File: src/rtl/axistream_pack_arbiter.sv
`default_nettype none
// ============================================================================
// Module      : axistream_pack_arbiter
// Description : Packet-granular round-robin arbiter feeding one axistream_pack
//               instance; tags beats with the source index and flags packets
//               whose length is not a multiple of the packer ratio.
// Revision    : 1.0 - initial release
// ============================================================================
module axistream_pack_arbiter #(
  parameter int DATA_WIDTH = 8,
  parameter int NUM_SRC    = 4,
  parameter int NUM_PACK   = 4,
  parameter int ID_WIDTH   = $clog2(NUM_SRC)
) (
  input  logic                          clk,
  input  logic                          rst,
  input  logic [NUM_SRC-1:0]            src_tvalid,
  output logic [NUM_SRC-1:0]            src_tready,
  input  logic [NUM_SRC*DATA_WIDTH-1:0] src_tdata,
  input  logic [NUM_SRC-1:0]            src_tlast,
  output logic                          dest_tvalid,
  input  logic                          dest_tready,
  output logic [DATA_WIDTH-1:0]         dest_tdata,
  output logic                          dest_tlast,
  output logic [ID_WIDTH-1:0]           dest_tid,
  output logic                          grant_active,
  output logic                          tlast_align_err
);

  localparam int                  c_cnt_w     = $clog2(NUM_PACK);
  localparam logic [c_cnt_w-1:0]  c_last_beat = c_cnt_w'(NUM_PACK - 1);
  localparam logic [ID_WIDTH-1:0] c_last_src  = ID_WIDTH'(NUM_SRC - 1);

  localparam logic [0:0] c_st_idle   = 1'b0;
  localparam logic [0:0] c_st_locked = 1'b1;

  logic [0:0]          r_state;
  logic [ID_WIDTH-1:0] r_grant;
  logic [ID_WIDTH-1:0] r_last_grant;
  logic [c_cnt_w-1:0]  r_beat_cnt;
  logic                r_align_err;

  logic [DATA_WIDTH-1:0] w_src_data [NUM_SRC];
  logic [NUM_SRC-1:0]    w_above;
  logic [ID_WIDTH-1:0]   w_pick;
  logic                  w_locked;
  logic                  w_hs;
  logic                  w_last_hs;

  assign w_locked = (r_state == c_st_locked);

  generate
    for (genvar i = 0; i < NUM_SRC; i++) begin : g_src
      assign w_src_data[i] = src_tdata[i*DATA_WIDTH +: DATA_WIDTH];
      assign w_above[i]    = (ID_WIDTH'(i) > r_last_grant);
      // Ready never looks at src_tvalid, so no valid->ready loop exists.
      assign src_tready[i] = w_locked && (r_grant == ID_WIDTH'(i)) && dest_tready;
    end
  endgenerate

  // Lowest requester above last_grant wins; otherwise wrap to the lowest overall.
  always_comb begin
    w_pick = '0;
    for (int i = NUM_SRC - 1; i >= 0; i--) begin
      if (src_tvalid[i]) begin
        w_pick = ID_WIDTH'(i);
      end
    end
    for (int i = NUM_SRC - 1; i >= 0; i--) begin
      if (src_tvalid[i] && w_above[i]) begin
        w_pick = ID_WIDTH'(i);
      end
    end
  end

  assign dest_tvalid     = w_locked && src_tvalid[r_grant];
  assign dest_tdata      = w_src_data[r_grant];
  assign dest_tlast      = src_tlast[r_grant];
  assign dest_tid        = r_grant;
  assign grant_active    = w_locked;
  assign tlast_align_err = r_align_err;

  assign w_hs      = dest_tvalid && dest_tready;
  assign w_last_hs = w_hs && dest_tlast;

  always_ff @(posedge clk or posedge rst) begin
    if (rst) begin
      r_state      <= c_st_idle;
      r_grant      <= '0;
      r_last_grant <= c_last_src;
    end else begin
      case (r_state)
        c_st_idle: begin
          if (|src_tvalid) begin
            r_grant <= w_pick;
            r_state <= c_st_locked;
          end
        end
        c_st_locked: begin
          if (w_last_hs) begin
            r_last_grant <= r_grant;
            r_state      <= c_st_idle;
          end
        end
        default: r_state <= c_st_idle;
      endcase
    end
  end

  // Position within the current packer word; restarts at every packet boundary.
  always_ff @(posedge clk or posedge rst) begin
    if (rst) begin
      r_beat_cnt  <= '0;
      r_align_err <= 1'b0;
    end else begin
      r_align_err <= w_last_hs && (r_beat_cnt != c_last_beat);
      if (w_last_hs) begin
        r_beat_cnt <= '0;
      end else if (w_hs) begin
        if (r_beat_cnt == c_last_beat) begin
          r_beat_cnt <= '0;
        end else begin
          r_beat_cnt <= r_beat_cnt + 1'b1;
        end
      end
    end
  end

endmodule
`default_nettype wire

File: config.mk
export PLATFORM = sky130hd
export DESIGN_NAME = axistream_pack_arbiter
export DESIGN_NICKNAME = d
export VERILOG_FILES = /design/src/rtl/axistream_pack_arbiter.sv
export SDC_FILE = /design/constraint.sdc
export NUM_CORES = 1
export LEC_CHECK = 0
export CELL_PAD_IN_SITES_DETAIL_PLACEMENT = 1
export CELL_PAD_IN_SITES_GLOBAL_PLACEMENT = 2
export CORE_MARGIN = 2
export CORE_UTILIZATION = 16
export DETAILED_ROUTE_END_ITERATION = 16
export PLACE_DENSITY = 0.73
export SLEW_MARGIN = 10
export SYNTH_ARGS = -nofsm -noshare
export SYNTH_HDL_FRONTEND = slang
export SYNTH_SLANG_ARGS = --single-unit
File: constraint.sdc
create_clock -name clk -period 1.42 [get_ports clk]
set_input_delay 0.284 -clock clk [delete_from_list [all_inputs] [get_ports clk]]
set_output_delay 0.284 -clock clk [all_outputs]
set_load 0.05 [all_outputs]
# --- Yosys cells after proc, flatten, opt, wreduce, memory -nomap -nowiden ---
# Cells that the tools add are included.
classes:
  n_eq_ne: 5
  n_mux: 21
  n_reduce_logical: 21
  n_addsub: 1
  order_cmp: 6
  bitwise_logic: 2
ops:
  columns: ["operator", "count"]
  rows:
  - ["two-way mux 2 bit", 11]
  - ["binary-select mux 8 bit (select 2 bit)", 1]
  - ["logical AND 1 bit", 16]
  - ["two-way mux 8 bit", 2]
  - ["== test 2 bit, second input constant", 3]
  - ["binary-select mux 1 bit (select 2 bit)", 2]
  - ["greater-than comparator 1 x 2 -> 1 bit, first input constant", 2]
  - ["greater-than comparator 2 bit, first input constant", 2]
  - ["two-way mux 1 bit", 4]
  - ["AND reduction 2 bit", 2]
  - ["OR reduction 4 bit", 1]
  - ["greater-or-equal comparator 3 bit, second input constant", 1]
  - ["less-than comparator 2 x 3 -> 1 bit, second input constant", 1]
  - ["inverter 2 -> 3 bit", 1]
  - ["adder 2 x 1 -> 2 bit, second input constant", 1]
  - ["== test 2 x 1 -> 1 bit, second input constant", 1]
  - ["zero test 2 bit", 1]
  - ["!= test 2 bit, second input constant", 1]
  - ["case mux 1 bit (2 select lines)", 1]
  - ["nonzero test 2 bit", 1]
  - ["inverter 1 bit", 1]
totals:
  word_cells: 61
  output_inout_bits: 18
  regBits: 8

# --- Depth between registers and ports, before layout ---
# Gate-level depths: netlist of the first run.
logic_depth:
  ltp_word: 8
  ltp_mapped: 5
  ltp_nobuf: 3

# --- Worst setup path before layout of the first run ---
# OpenSTA, ideal clock, no wires.
synth_timing:
  path_kind: "reg-to-output"
  startpoint: "register r_grant[0], in the netlist dest_tid[0]"
  endpoint: "output src_tready[1]"
  stages_incl_launch_ff: 5
  path_slack_ns: -0.701
  arrival_ns: 1.837
  required_time_ns: 1.136
  n_path_buf: 2
  path_cell_list: "dfrtp_1 buf_6 buf_2 inv_1 nor2_1"
synth_between:
  elab_chain_len: 3
synth_rtl:
  columns: ["element", "line_no", "rtl"]
  rows:
  - ["start, declared", "38", "logic [ID_WIDTH-1:0] r_grant;"]
  - ["start signal, assigned", "95", "r_grant <= w_pick;"]
  - ["== test 2 x 1 -> 1 bit", "57", "assign src_tready[i] = w_locked && (r_grant == ID_WIDTH'(i)) && dest_tready;"]
  - ["logical AND 1 bit (2 in series)", "57", null]
  - ["end, declared", "18", "output logic [NUM_SRC-1:0] src_tready,"]
# No other way between the ends.

# --- Final worst setup path of the first run ---
layout_timing:
  startpoint: "register r_grant[0], in the netlist dest_tid[0]"
  endpoint: "output dest_tdata[1]"
layout_between:
  elab_chain_len: 4
layout_rtl:
  columns: ["element", "line_no", "rtl"]
  rows:
  - ["inverter 2 -> 3 bit (implied by the code)", "77", "assign dest_tdata = w_src_data[r_grant];"]
  - ["binary-select mux 8 bit (select 2 bit)", "77", null]
  - ["two-way mux 8 bit (implied by the code) (2 in series)", "77", null]
  - ["end, declared", "23", "output logic [DATA_WIDTH-1:0] dest_tdata,"]
# No other way between the ends. The select of a mux whose other input is x is not followed.

==> results of run 1 <==
## worst register-to-register path: cells and delay by family (launching register included)
| family | cells | cell delay [ns] |
|---|---|---|
| compound gates | 1 | 0.20 |
| flops | 1 | 0.44 |
| buf+inv | 2 | 0.38 |
| mux | 1 | 0.29 |
| simple gates | 1 | 0.29 |
## cell usage in the layout, fill, tap and decap left out, types with 4 or more instances in the layout
cell and count:
buf_6 15, nor2_1 5, buf_12 11, clkdlybuf4s50_1 38, mux4_2 10, dlygate4sd2_1 4, buf_4 13, nor2_4 4
## layout make-up
cell class	instances	area [um^2]	area share (%)
clock buffers	4	45.04	2.341
inverters	2	10.01	0.5202
multi-input cells	51	635.6	33.03
well taps	54	67.56	3.511
flip-flops and latches	8	206.4	10.73
repair buffers	84	959.7	49.87
## worst min-delay path by stage
stage	startpoint	to	slack, ns
floorplan	rst	r_beat_cnt[0]	0.1
global placement	r_beat_cnt[1]	r_beat_cnt[1]	0.49
detailed placement	r_beat_cnt[1]	r_beat_cnt[1]	0.52
CTS	rst	tlast_align_err	0.31
global route	rst	r_beat_cnt[0]	0.31
finish	rst	tlast_align_err	0.30
## per-layer routing
metal / GRT usage (%) / up-vias
li1: - / 424
met1: 14.70 / 441
met2: 22.72 / 62
met3: 3.729 / 8
met4: 4.321 / 0
met5: 0 / -
## cell families after synthesis
family	Yosys count
compound gates	12
simple gates	23
mux	15
fa+ha+maj	1
buf+inv	6
flops	8
## registers in the layout, indices dropped and copies added (netlist names)
| signal | flops |
|---|---|
| dest_tid | 2 |
| grant_active | 1 |
| r_beat_cnt | 2 |
| r_last_grant | 2 |
| tlast_align_err | 1 |
## timing repair
item,in CTS,in global routing
endpoints found under the setup margin,22,22
setup buffers,8,2
hold buffers,0,0
pin swaps,5,6
cloned,1,0
gates resized for setup,33,11
## power by group through the flow
stage / logic, mW / clock network, mW / registers, mW
final: 3.33 / 0.287 / 0.481
after global routing: 3.50 / 0.308 / 0.502
after CTS: 3.17 / 0.296 / 0.481
after detailed placement: 2.64 / 0 / 0.464
after global placement: 2.62 / 0 / 0.460
after floorplan: 1.52 / 0 / 0.582
==> run_results.csv, run 1 <==
group,metric,value,unit
run_status,outcome,"finished, violations left",
run_status,violations,"negative setup slack",
sta,drv_slew,0,
critical_path,r2r_start,"dest_tid[1]",
yosys,synthDistinctLibCells,31,
finish,nets,194,
critical_path,crit_family,"multiplexers",
critical_path,critical_path.max_fanout,8,
sta,hold_ws,0.2989,ns
power,pwr-share-clk,7.0,%
routing,drt_wl_total,3531,um
critical_path,cp_slowest_cell,"mux4_2",
clocking,cts_max_level,1,
floorplanning,dieHeight,73.07,um
finish,drive_above_1_share,53.02,%
critical_path,cp_data_required_time,1.14,ns
power,p_int,2.242,mW
yosys,ys_top_cells_by_count,"mux4_2, nor2_1, dfrtp_1",
routing,ant_nets,0,
sta,worstMarginPinSlew,0.3008,ns
placement,dpl-instance-area,1600,um^2
critical_path,cp_slowest_stage_delay,0.51,ns
clocking,clock_latency,0.23,ns
power,p_sw,1.858,mW
floorplanning,row_count,25,
yosys,ys_warn_count,0,
critical_path,path_class,"reg2out",
finish,stdcell_area,1924,um^2
clocking,cts.sinks,8,
yosys,synth_xor_area_share,0,%
placement,port_buffers,60,
sta,fmax,552.3,MHz
global_route,grt_first_pass_wirelength,5188,um
power,sequentialPowerShare,11.7,%
yosys,synth_fa_ha_area_share,1.639,%
routing,top_layer,"met4",
power,leakage,0.7639,nW
placement,dp.cells,189,
routing,first_pass_iters,2,
placement,post-place-ws,-0.4957,ns
global_route,grt_max_degree,10,
sta,setup_viol,21,
critical_path,crit_path_end_kind,"output pin",
critical_path,timing.critical_path.from_type,"flop",
critical_path,cp.arrival,1.53,ns
yosys,syn_area_per_cell,11.74,um^2
yosys,synth_area,763.2,um^2
clocking,clk_path_buf_depth,2,
critical_path,path_depth,3,
power,p_comb_share,81.3,%
power,finalPower,4.100,mW
routing,wl_met1,1318,um
routing,wl_met3,421,um
global_route,grt_pass1_vias,1025,
yosys,synthArstFlopShare,100.0,%
floorplanning,start_util,16.38,%
yosys,synth-edff-count,0,
yosys,synth_top_family_by_area,"multiplexers",
yosys,synth.most_common_cell,"mux4_2",
floorplanning,dieArea,5338,um^2
sta,skew,0.006743,ns
routing,met2_length,1728,um
yosys,synthCells,65,
finish,diodes,0,
sta,hold_violations,0,
clocking,numCtsBuffers,3,
global_route,grt_usage,12.86,%
routing,drc,0,
yosys,synth.area.top_cells,"mux4_2, dfrtp_1, dfstp_2",
floorplanning,ioPinCount,61,
placement,routabilityCongestion,0.7211,
placement,dp_hpwl,2650,um
clocking,cts.root.buffer_cell,"clkbuf_8",
finish,stdcell_count,203,
yosys,synth.area.mux_share,37.54,%
yosys,synth_simple_gate_area_share,16.07,%
yosys,synth_largest_area_cell,"mux4_2",
yosys,synth_top_area_share,29.51,%
hold_path,hp-class,"in2async",
sta,rsz0062_at_grt,"yes",
yosys,synth-compound-area-share,13.93,%
yosys,yosys_most_used_dff,"dfrtp_1",
power,irDropWorstVdd,0.7849,mV
floorplanning,core-area,4661,um^2
finish,nFillCells,490,
yosys,synth-seq-cells,8,
global_route,gr-total-overflow,0,
sta,setup_ws,-0.3907,ns
critical_path,startpoint,"dest_tid[0]",
power,switching_share,45.33,%
power,powerDensity,2131,nW/um^2
finish,area_growth,152.1,%
sta,tns,-5.918,ns
yosys,yosysSeqAreaShare,26.56,%
sta,maxSlewHeadroom,79.92,%
critical_path,rrSetupSlack,-0.29,ns
floorplanning,die_x,73.07,um
job,maxCapViolCount,0,
routing,detail_route.wl_per_cell,17.39,um
critical_path,crit_end,"dest_tdata[1]",
routing,via_count,935,
sta,min_period,1.811,ns
critical_path,r2r-end,"r_beat_cnt[1]",
yosys,synth_nets,109,
finish,final_core_util,41.29,%
critical_path,crit_chain,"buf_12 > mux4_2 > buf_6",
global_route,antenna_found_initial,0,
routing,vias_per_cell,4.606,
critical_path,path_buf_inv,2,
clocking,tritoncts,"done",
sta,period_share,127.5,%
clocking,clk_pin_slew,0.04,ns
critical_path,rr_worst_depth,5,
routing,drt-initial-drc-count,14,
Power figures use the tool's default switching activity.
==> inputs of run 2 (changes only) <==
Settings changed: PLACE_DENSITY 0.73 to 0.83.
==> run 2 against run 1 <==
- non-clock buffer count down 1
- the flow still finishes with violations (negative setup slack)
- sequential share of layout area up 0.16 points
- critical endpoint unchanged
- core utilization down 0.62 points
- maximum frequency up 0.69%
- sequential cell count unchanged
==> run_results.csv, run 2 (synthesis results as in run 1) <==
group,metric,value,unit
power,irDropWorstVdd,0.7441,mV
power,powerDensity,2125,nW/um^2
routing,drc,0,
sta,hold_violations,0,
critical_path,cp_data_required_time,1.14,ns
floorplanning,dieHeight,73.07,um
critical_path,path_class,"reg2out",
critical_path,cp_slowest_cell,"mux4_2",
sta,period_share,126.6,%
floorplanning,die_x,73.07,um
placement,post-place-ws,-0.4887,ns
routing,ant_nets,0,
placement,port_buffers,60,
finish,layout_common_cells,"clkdlybuf4s50_1, buf_4, buf_6",
critical_path,path_buf_inv,2,
critical_path,timing.critical_path.from_type,"flop",
power,finalPower,4.027,mW
hold_path,hp-class,"in2async",
critical_path,crit_path_end_kind,"output pin",
sta,hold_ws,0.3102,ns
routing,drt-initial-drc-count,17,
floorplanning,start_util,16.38,%
job,maxCapViolCount,0,
sta,drv_slew,0,
sta,tns,-5.634,ns
clocking,tritoncts,"done",
global_route,gr-total-overflow,0,
critical_path,rr_worst_depth,5,
placement,dp_hpwl,2812,um
global_route,grt_usage,13.23,%
sta,rsz0062_at_grt,"yes",
global_route,grt_pass1_vias,1070,
sta,fmax,556.1,MHz
floorplanning,core-area,4661,um^2
critical_path,cp_slowest_stage_delay,0.52,ns
critical_path,cp.arrival,1.51,ns
clocking,cts_max_level,1,
routing,first_pass_iters,3,
clocking,clk_path_buf_depth,2,
finish,stdcell_count,202,
clocking,clk_pin_slew,0.04,ns
critical_path,r2r_start,"dest_tid[0]",
routing,drt_wl_total,3496,um
global_route,grt_first_pass_wirelength,5382,um
finish,final_common_cell,"clkdlybuf4s50_1",
clocking,cts.root.buffer_cell,"clkbuf_8",
finish,area_growth,148.4,%
clocking,numCtsBuffers,3,
finish,nFillCells,489,
run_status,outcome,"finished, violations left",
routing,vias_per_cell,4.624,
placement,dp.cells,189,
finish,diodes,0,
finish,drive_above_1_share,52.70,%
sta,min_period,1.798,ns
critical_path,crit_chain,"buf_12 > mux4_2 > buf_6",
critical_path,startpoint,"dest_tid[0]",
sta,skew,0.003010,ns
sta,setup_viol,20,
placement,routabilityCongestion,0.7795,
critical_path,crit_family,"multiplexers",
sta,worstMarginPinSlew,0.3173,ns
power,leakage,0.7784,nW
clocking,cts.sinks,8,
sta,setup_ws,-0.3784,ns
global_route,grt_max_degree,13,
finish,nets,193,
routing,detail_route.wl_per_cell,17.31,um
clocking,hold_buffers,0,
clocking,clock_latency,0.22,ns
critical_path,path_depth,3,
floorplanning,dieArea,5338,um^2
run_status,violations,"negative setup slack",
floorplanning,ioPinCount,61,
sta,maxSlewHeadroom,78.85,%
routing,via_count,934,
floorplanning,row_count,25,
global_route,antenna_found_initial,0,
critical_path,critical_path.max_fanout,8,
-- run 2: metal layers --
layer  routed length [um]  track usage, %
met1                 1195           13.67
met2                 1862           25.63
met3                  393           3.729
met4                   44           3.498
met5                    0               0
-- run 2: what timing repair did --
| action | 4_1_cts | 5_1_grt |
|---|---|---|
| setup buffers | 7 | 3 |
| gates resized for setup | 35 | 9 |
| pin swaps | 4 | 3 |
| setup endpoints to repair | 22 | 22 |
| gates cloned | 0 | 0 |
| endpoints found under the hold margin | 0 | 0 |
-- run 2: final timing paths --
kind	end	slack (ns)
hold reg to reg	r_beat_cnt[1]	0.51
setup / recovery	dest_tdata[1]	-0.38
max in group asynchronous	r_last_grant[0]	0.83
min in group clk	r_beat_cnt[1]	0.51
setup reg to reg	r_last_grant[0]	-0.29
hold / removal	r_beat_cnt[0]	0.31
-- run 2: layout make-up --
class	count	area, um^2	share of cell area, %
Timing Repair Buffer	83	934.6	49.31
Multi-Input combinational cell	51	630.6	33.27
Tap cell	54	67.56	3.564
Inverter	2	11.26	0.5941
Clock buffer	4	45.04	2.376
Sequential cell	8	206.4	10.89
-- run 2: stage by stage --
stage	instance area (um^2)	util [%]
5_1_grt	1896	40.67
4_1_cts	1834	39.36
6_report	1896	40.67
2_1_floorplan	784.5	-
3_3_place_gp	1600	34.34
3_5_place_dp	1600	34.34
-- run 2: power breakdown --
group / leakage (nW) / switching [mW] / internal (mW)
Combinational: 0.664 / 1.64 / 1.64
Clock: 0.0228 / 0.0812 / 0.194
Sequential: 0.0916 / 0.118 / 0.354
Total: 0.778 / 1.84 / 2.19
-- run 2: worst register-to-register path, cell delays in order (launching register included) --
cell and delay [ns]:
dfrtp_2 0.44, buf_6 0.12, mux4_2 0.52, buf_6 0.15
o2111ai_4 0.08, mux2_4 0.33
==> variant 1: new RTL, flow settings as in run 1 <==
The parameter `DATA_WIDTH` goes from 8 to 6.
--- a/src/rtl/axistream_pack_arbiter.sv
+++ b/src/rtl/axistream_pack_arbiter.sv
@@ -8,5 +8,5 @@
 // ============================================================================
 module axistream_pack_arbiter #(
-  parameter int DATA_WIDTH = 8,
+  parameter int DATA_WIDTH = 6,
   parameter int NUM_SRC    = 4,
   parameter int NUM_PACK   = 4,
Ports: changed (resized dest_tdata and src_tdata); port bits go from 61 to 51. The function was not compared with the original's and may differ.
==> variant 1 against run 1 <==
  * The flow still finishes with violations (setup timing)
  * Total power fell by 9.6%
  * Core utilization fell by 1.7 points
  * Final area fell by 10%
  * Setup slack improved by 9.1 ps
  * Sequential power rose by 0.8%
  * Combinational power fell by 12%
  * Clock power rose by 2%
  * Synthesized area fell by 5.7%
  * Sequential cell count did not move
  * Cell count fell by 7.4%
  * Wire length fell by 14%
==> variant 1: results (changes against run 1) <==
cp.arrival_ps: 1520
grt.total_usage: 0.131  # +0.00264
drtIter0Drc: 19  # +5
post_drt_wl_per_cell_um: 16.1  # -7.3%
synth_ff_type: "dfrtp_1"
grt_max_degree: 9  # -1
syn-num-nets: 99  # -9.2%
gp_congestion: 0.753  # +4.5%
async_reset_ff_frac: 1.00  # unchanged
clk_path_buf_depth: 2  # unchanged
wl_um: 3030  # -14%
grt_pass1_vias: 990  # -3.4%
n_fill_cell: 476  # -2.9%
root_buffer: "clkbuf_8"
vias: 840  # -10%
io_buffers: 50  # -17%
netlist-cell-type-count: 30  # -3.2%
finClkSkew_ps: 4.56  # -2.18 ps
dp_cells: 174  # -7.9%
yosys-top-cells-count: "9 x nor2_1, 8 x mux4_2, 6 x dfrtp_1"
finalSetupTns_ps: -4770  # +1150 ps
syn_inst: 63  # -3.1%
total_leakage_power_nw: 0.712  # -6.8%
fin_ws_ps: -382  # +9.14 ps
place_ws_ps: -561  # -64.9 ps
seq_area_frac_synth: 0.282  # +0.0162
grt_pass1_wl_um: 5100  # -1.7%
dpl.hpwl_um: 2170  # -18%
diodes: 0  # unchanged
path_max_fanout: 6  # -2
dr.pass1.iters: 2  # unchanged
swShare: 0.455  # +0.00180
cts_max_level: 1  # unchanged
finalSetupViolCount: 19  # -9.5%
place_area_um2: 1450  # -9.4%
hold_path.class: "input port to asynchronous set/reset pin"
clk_pin_slew_worst_paths_ps: 50
drive_above_1_share: 0.537  # +0.00656
ir_drop_mv: 0.886  # +13%
synth.area.top_cells: "mux4_2 25%, dfrtp_1 21%, dfstp_2 7.3%"
antenna_found_initial: 0  # unchanged
status: "finished, violations left"
yosys_warnings: 0  # unchanged
cts_buffers: 3  # unchanged
max-slew-margin-rel: 0.749  # -0.0506
clock_latency_ps: 230  # about the same
violations: "setup timing"
[variant 1: cell type report]
cell class | instances | share of cell area
Inverter | 2 | 0.00436
Multi-Input combinational cell | 49 | 0.333
Timing Repair Buffer | 73 | 0.479
Clock buffer | 4 | 0.0261
Tap cell | 52 | 0.0378
Sequential cell | 8 | 0.120
[variant 1: through the flow]
stage          power (W)  utilization  hold WS (ps)
6_report         0.00371        0.396           321
5_1_grt          0.00389        0.396           352
4_1_cts          0.00367        0.390           316
3_5_place_dp     0.00283        0.333           514
3_3_place_gp     0.00279        0.333           495
2_1_floorplan    0.00192            -          98.0
[variant 1: power by group through the flow]
stage	registers [W]	logic [W]	clock network, W
after CTS	0.000490	0.00287	0.000302
after floorplan	0.000578	0.00134	0
final	0.000485	0.00293	0.000292
after global routing	0.000507	0.00306	0.000317
after detailed placement	0.000473	0.00236	0
after global placement	0.000468	0.00232	0
[variant 1: cells by family (layout without fill, tap and decap cells)]
kind of cell / after synthesis / count (layout) / synth area share
adders and majority gates: 1 / 1 / 0.0174
AOI/OAI and AO/OA: 12 / 12 / 0.148
DFF: 8 / 8 / 0.282
buffers and inverters: 6 / 79 / 0.0470
muxes: 13 / 13 / 0.336
and+or+nand+nor: 23 / 23 / 0.170
[variant 1: critical path: stages, from the launching register on]
cell and delay [ps]:
dfrtp_2 460, buf_12 150, mux4_2 500, buf_6 170
[variant 1: timing repair]
item	in CTS	in global routing
setup buffers	5	6
setup endpoints to repair	20	22
cloned	1	0
endpoints found under the hold margin	0	0
pin swaps	4	6
gates resized for setup	35	8
[variant 1: worst paths after layout]
check                                           from  cells past startpoint                           to  slack [ps]
min in group clk           r_beat_cnt[1]$_DFFE_PP0P_                      1    r_beat_cnt[1]$_DFFE_PP0P_         530
hold reg to reg            r_beat_cnt[1]$_DFFE_PP0P_                      1    r_beat_cnt[1]$_DFFE_PP0P_         530
setup reg to reg             dest_tid[0]$_DFFE_PP0P_                      4  r_last_grant[1]$_DFFE_PP1P_        -260
setup / recovery             dest_tid[0]$_DFFE_PP0P_                      3                dest_tdata[4]        -380
hold / removal                                   rst                      2      dest_tid[0]$_DFFE_PP0P_         320
max in group asynchronous                        rst                      2  r_last_grant[1]$_DFFE_PP1P_         800
[variant 1: per-layer routing]
metal	up-vias	track usage	wire length, µm
met4	0	0.0356	8
met5	-	0	0
met3	2	0.0356	252
met1	404	0.160	1240
met2	45	0.227	1530
li1	389	-	-
==> variant 2: new RTL, settings of run 1 <==
Without the edit above. Put one more register stage on the output `tlast_align_err`. The value now appears one clock later. The other outputs are not delayed to match.
--- a/src/rtl/axistream_pack_arbiter.sv
+++ b/src/rtl/axistream_pack_arbiter.sv
@@ -79,5 +79,7 @@
   assign dest_tid        = r_grant;
   assign grant_active    = w_locked;
-  assign tlast_align_err = r_align_err;
+  always_ff @(posedge clk) begin
+    tlast_align_err <= r_align_err;
+  end
 
   assign w_hs      = dest_tvalid && dest_tready;
Function: changed (a bounded check fails within 4 cycles, from zero or initial values and one cycle with rst high).
==> variant 2 against run 1 <==
  * The run still ends with setup timing left
  * Count of clock-buffer cells in the layout is 1 lower
  * Clock power increased by 6%
  * Sequential cell count increased by 1
  * Maximum frequency up 0.70%
  * Final area grew 2.7%
  * Setup slack better by 13 ps
  * Total power increased by 2.1%
  * Die area up 2.5%
  * Synthesized cell count increased by 1.5%
  * Synthesized area rose by 2.6%
  * Wire length down 2.2%
==> variant 2: results (changes against run 1) <==
setup.worst_path.class: "register to output port"
drive_above_1_share: 0.546  # +0.0159
synthAdderAreaFrac: 0.0160  # -0.000419
status: "finished, violations left"
max-slew-margin-rel: 0.781  # -0.0180
place_ws_ps: -504  # -8.68 ps
fin_ws_ps: -378  # +12.6 ps
grt.total_usage: 0.127  # -0.00189
finClkSkew_ps: 5.24  # -1.50 ps
io_buffers: 60  # unchanged
cp.arrival_ps: 1510  # -20 ps
ir_drop_mv: 0.786  # about the same
netlist-cell-type-count: 32  # +3.2%
nNetsFinal: 197  # +1.5%
n_fill_cell: 515  # +5.1%
violations: "setup timing"
layout.cells.non_filler: 219  # +7.9%
drtIter0Drc: 11  # -3
finalSetupViolCount: 20  # -4.8%
total_leakage_power_nw: 0.791  # +3.5%
grt_pass1_wl_um: 5090  # -2.0%
async_reset_ff_frac: 0.889  # -0.111
antenna_found_initial: 0  # unchanged
place_area_um2: 1630  # +1.8%
dpl.hpwl_um: 2600  # -1.7%
drt-met1-wl_um: 1280  # -2.9%
post_drt_wl_per_cell_um: 15.8  # -9.4%
dr.pass1.iters: 4  # +2
seq_area_frac_synth: 0.284  # +0.0188
vias_per_cell: 4.17  # -9.4%
syn_area_per_cell_um2: 11.9  # +1.1%
muxShareOfSynthArea: 0.366  # -0.00960
synth_compound_area_frac: 0.136  # -0.00356
met3_length_um: 120  # -71%
syn-num-nets: 110  # +0.92%
grt_pass1_vias: 1035  # +0.98%
synth.area.top_cells: "mux4_2 29%, dfrtp_1 19%, dfstp_2 6.7%"
finalSetupTns_ps: -5800  # +119 ps
wl_met2_um: 2020  # +17%
[variant 2: layer usage]
layer | GRT usage | vias to the layer above
met5 | 0 | -
met3 | 0.0244 | 3
li1 | - | 431
met4 | 0.0424 | 0
met1 | 0.148 | 455
met2 | 0.231 | 25
[variant 2: worst paths after layout]
| path | cells past startpoint | slack, ps | end |
|---|---|---|---|
| max | 3 | -380 | dest_tdata[5] |
| min | 2 | 300 | r_beat_cnt[0]$_DFFE_PP0P_ |
| max reg2reg | 5 | -320 | r_last_grant[1]$_DFFE_PP1P_ |
| min reg2reg | 0 | 340 | tlast_align_err$_DFF_P_ |
| max in group asynchronous | 2 | 820 | r_last_grant[0]$_DFFE_PP1P_ |
| min in group clk | 0 | 340 | tlast_align_err$_DFF_P_ |
[variant 2: layout make-up]
type	instances	area (µm²)	share of cell area
Timing Repair Buffer	86	962	0.487
Multi-Input combinational cell	51	646	0.327
Sequential cell	9	226	0.115
Tap cell	67	83.8	0.0424
Clock buffer	3	41.3	0.0209
Inverter	2	11.3	0.00570
Clock inverter	1	5.00	0.00253
[variant 2: timing repair]
| item | in CTS | in global routing |
|---|---|---|
| pin swaps | 6 | 3 |
| setup endpoints to repair | 21 | 24 |
| setup buffers | 11 | 4 |
| cloned | 0 | 0 |
| gates resized for setup | 35 | 10 |
[variant 2: kinds of logic after synthesis]
family	Yosys count
simple gates	23
mux	15
compound gates	12
flops	9
buf+inv	6
fa+ha+maj	1
[variant 2: where the power goes]
group	switching (W)	internal (W)
registers	0.000115	0.000389
clock network	0.000112	0.000192
logic	0.00166	0.00172
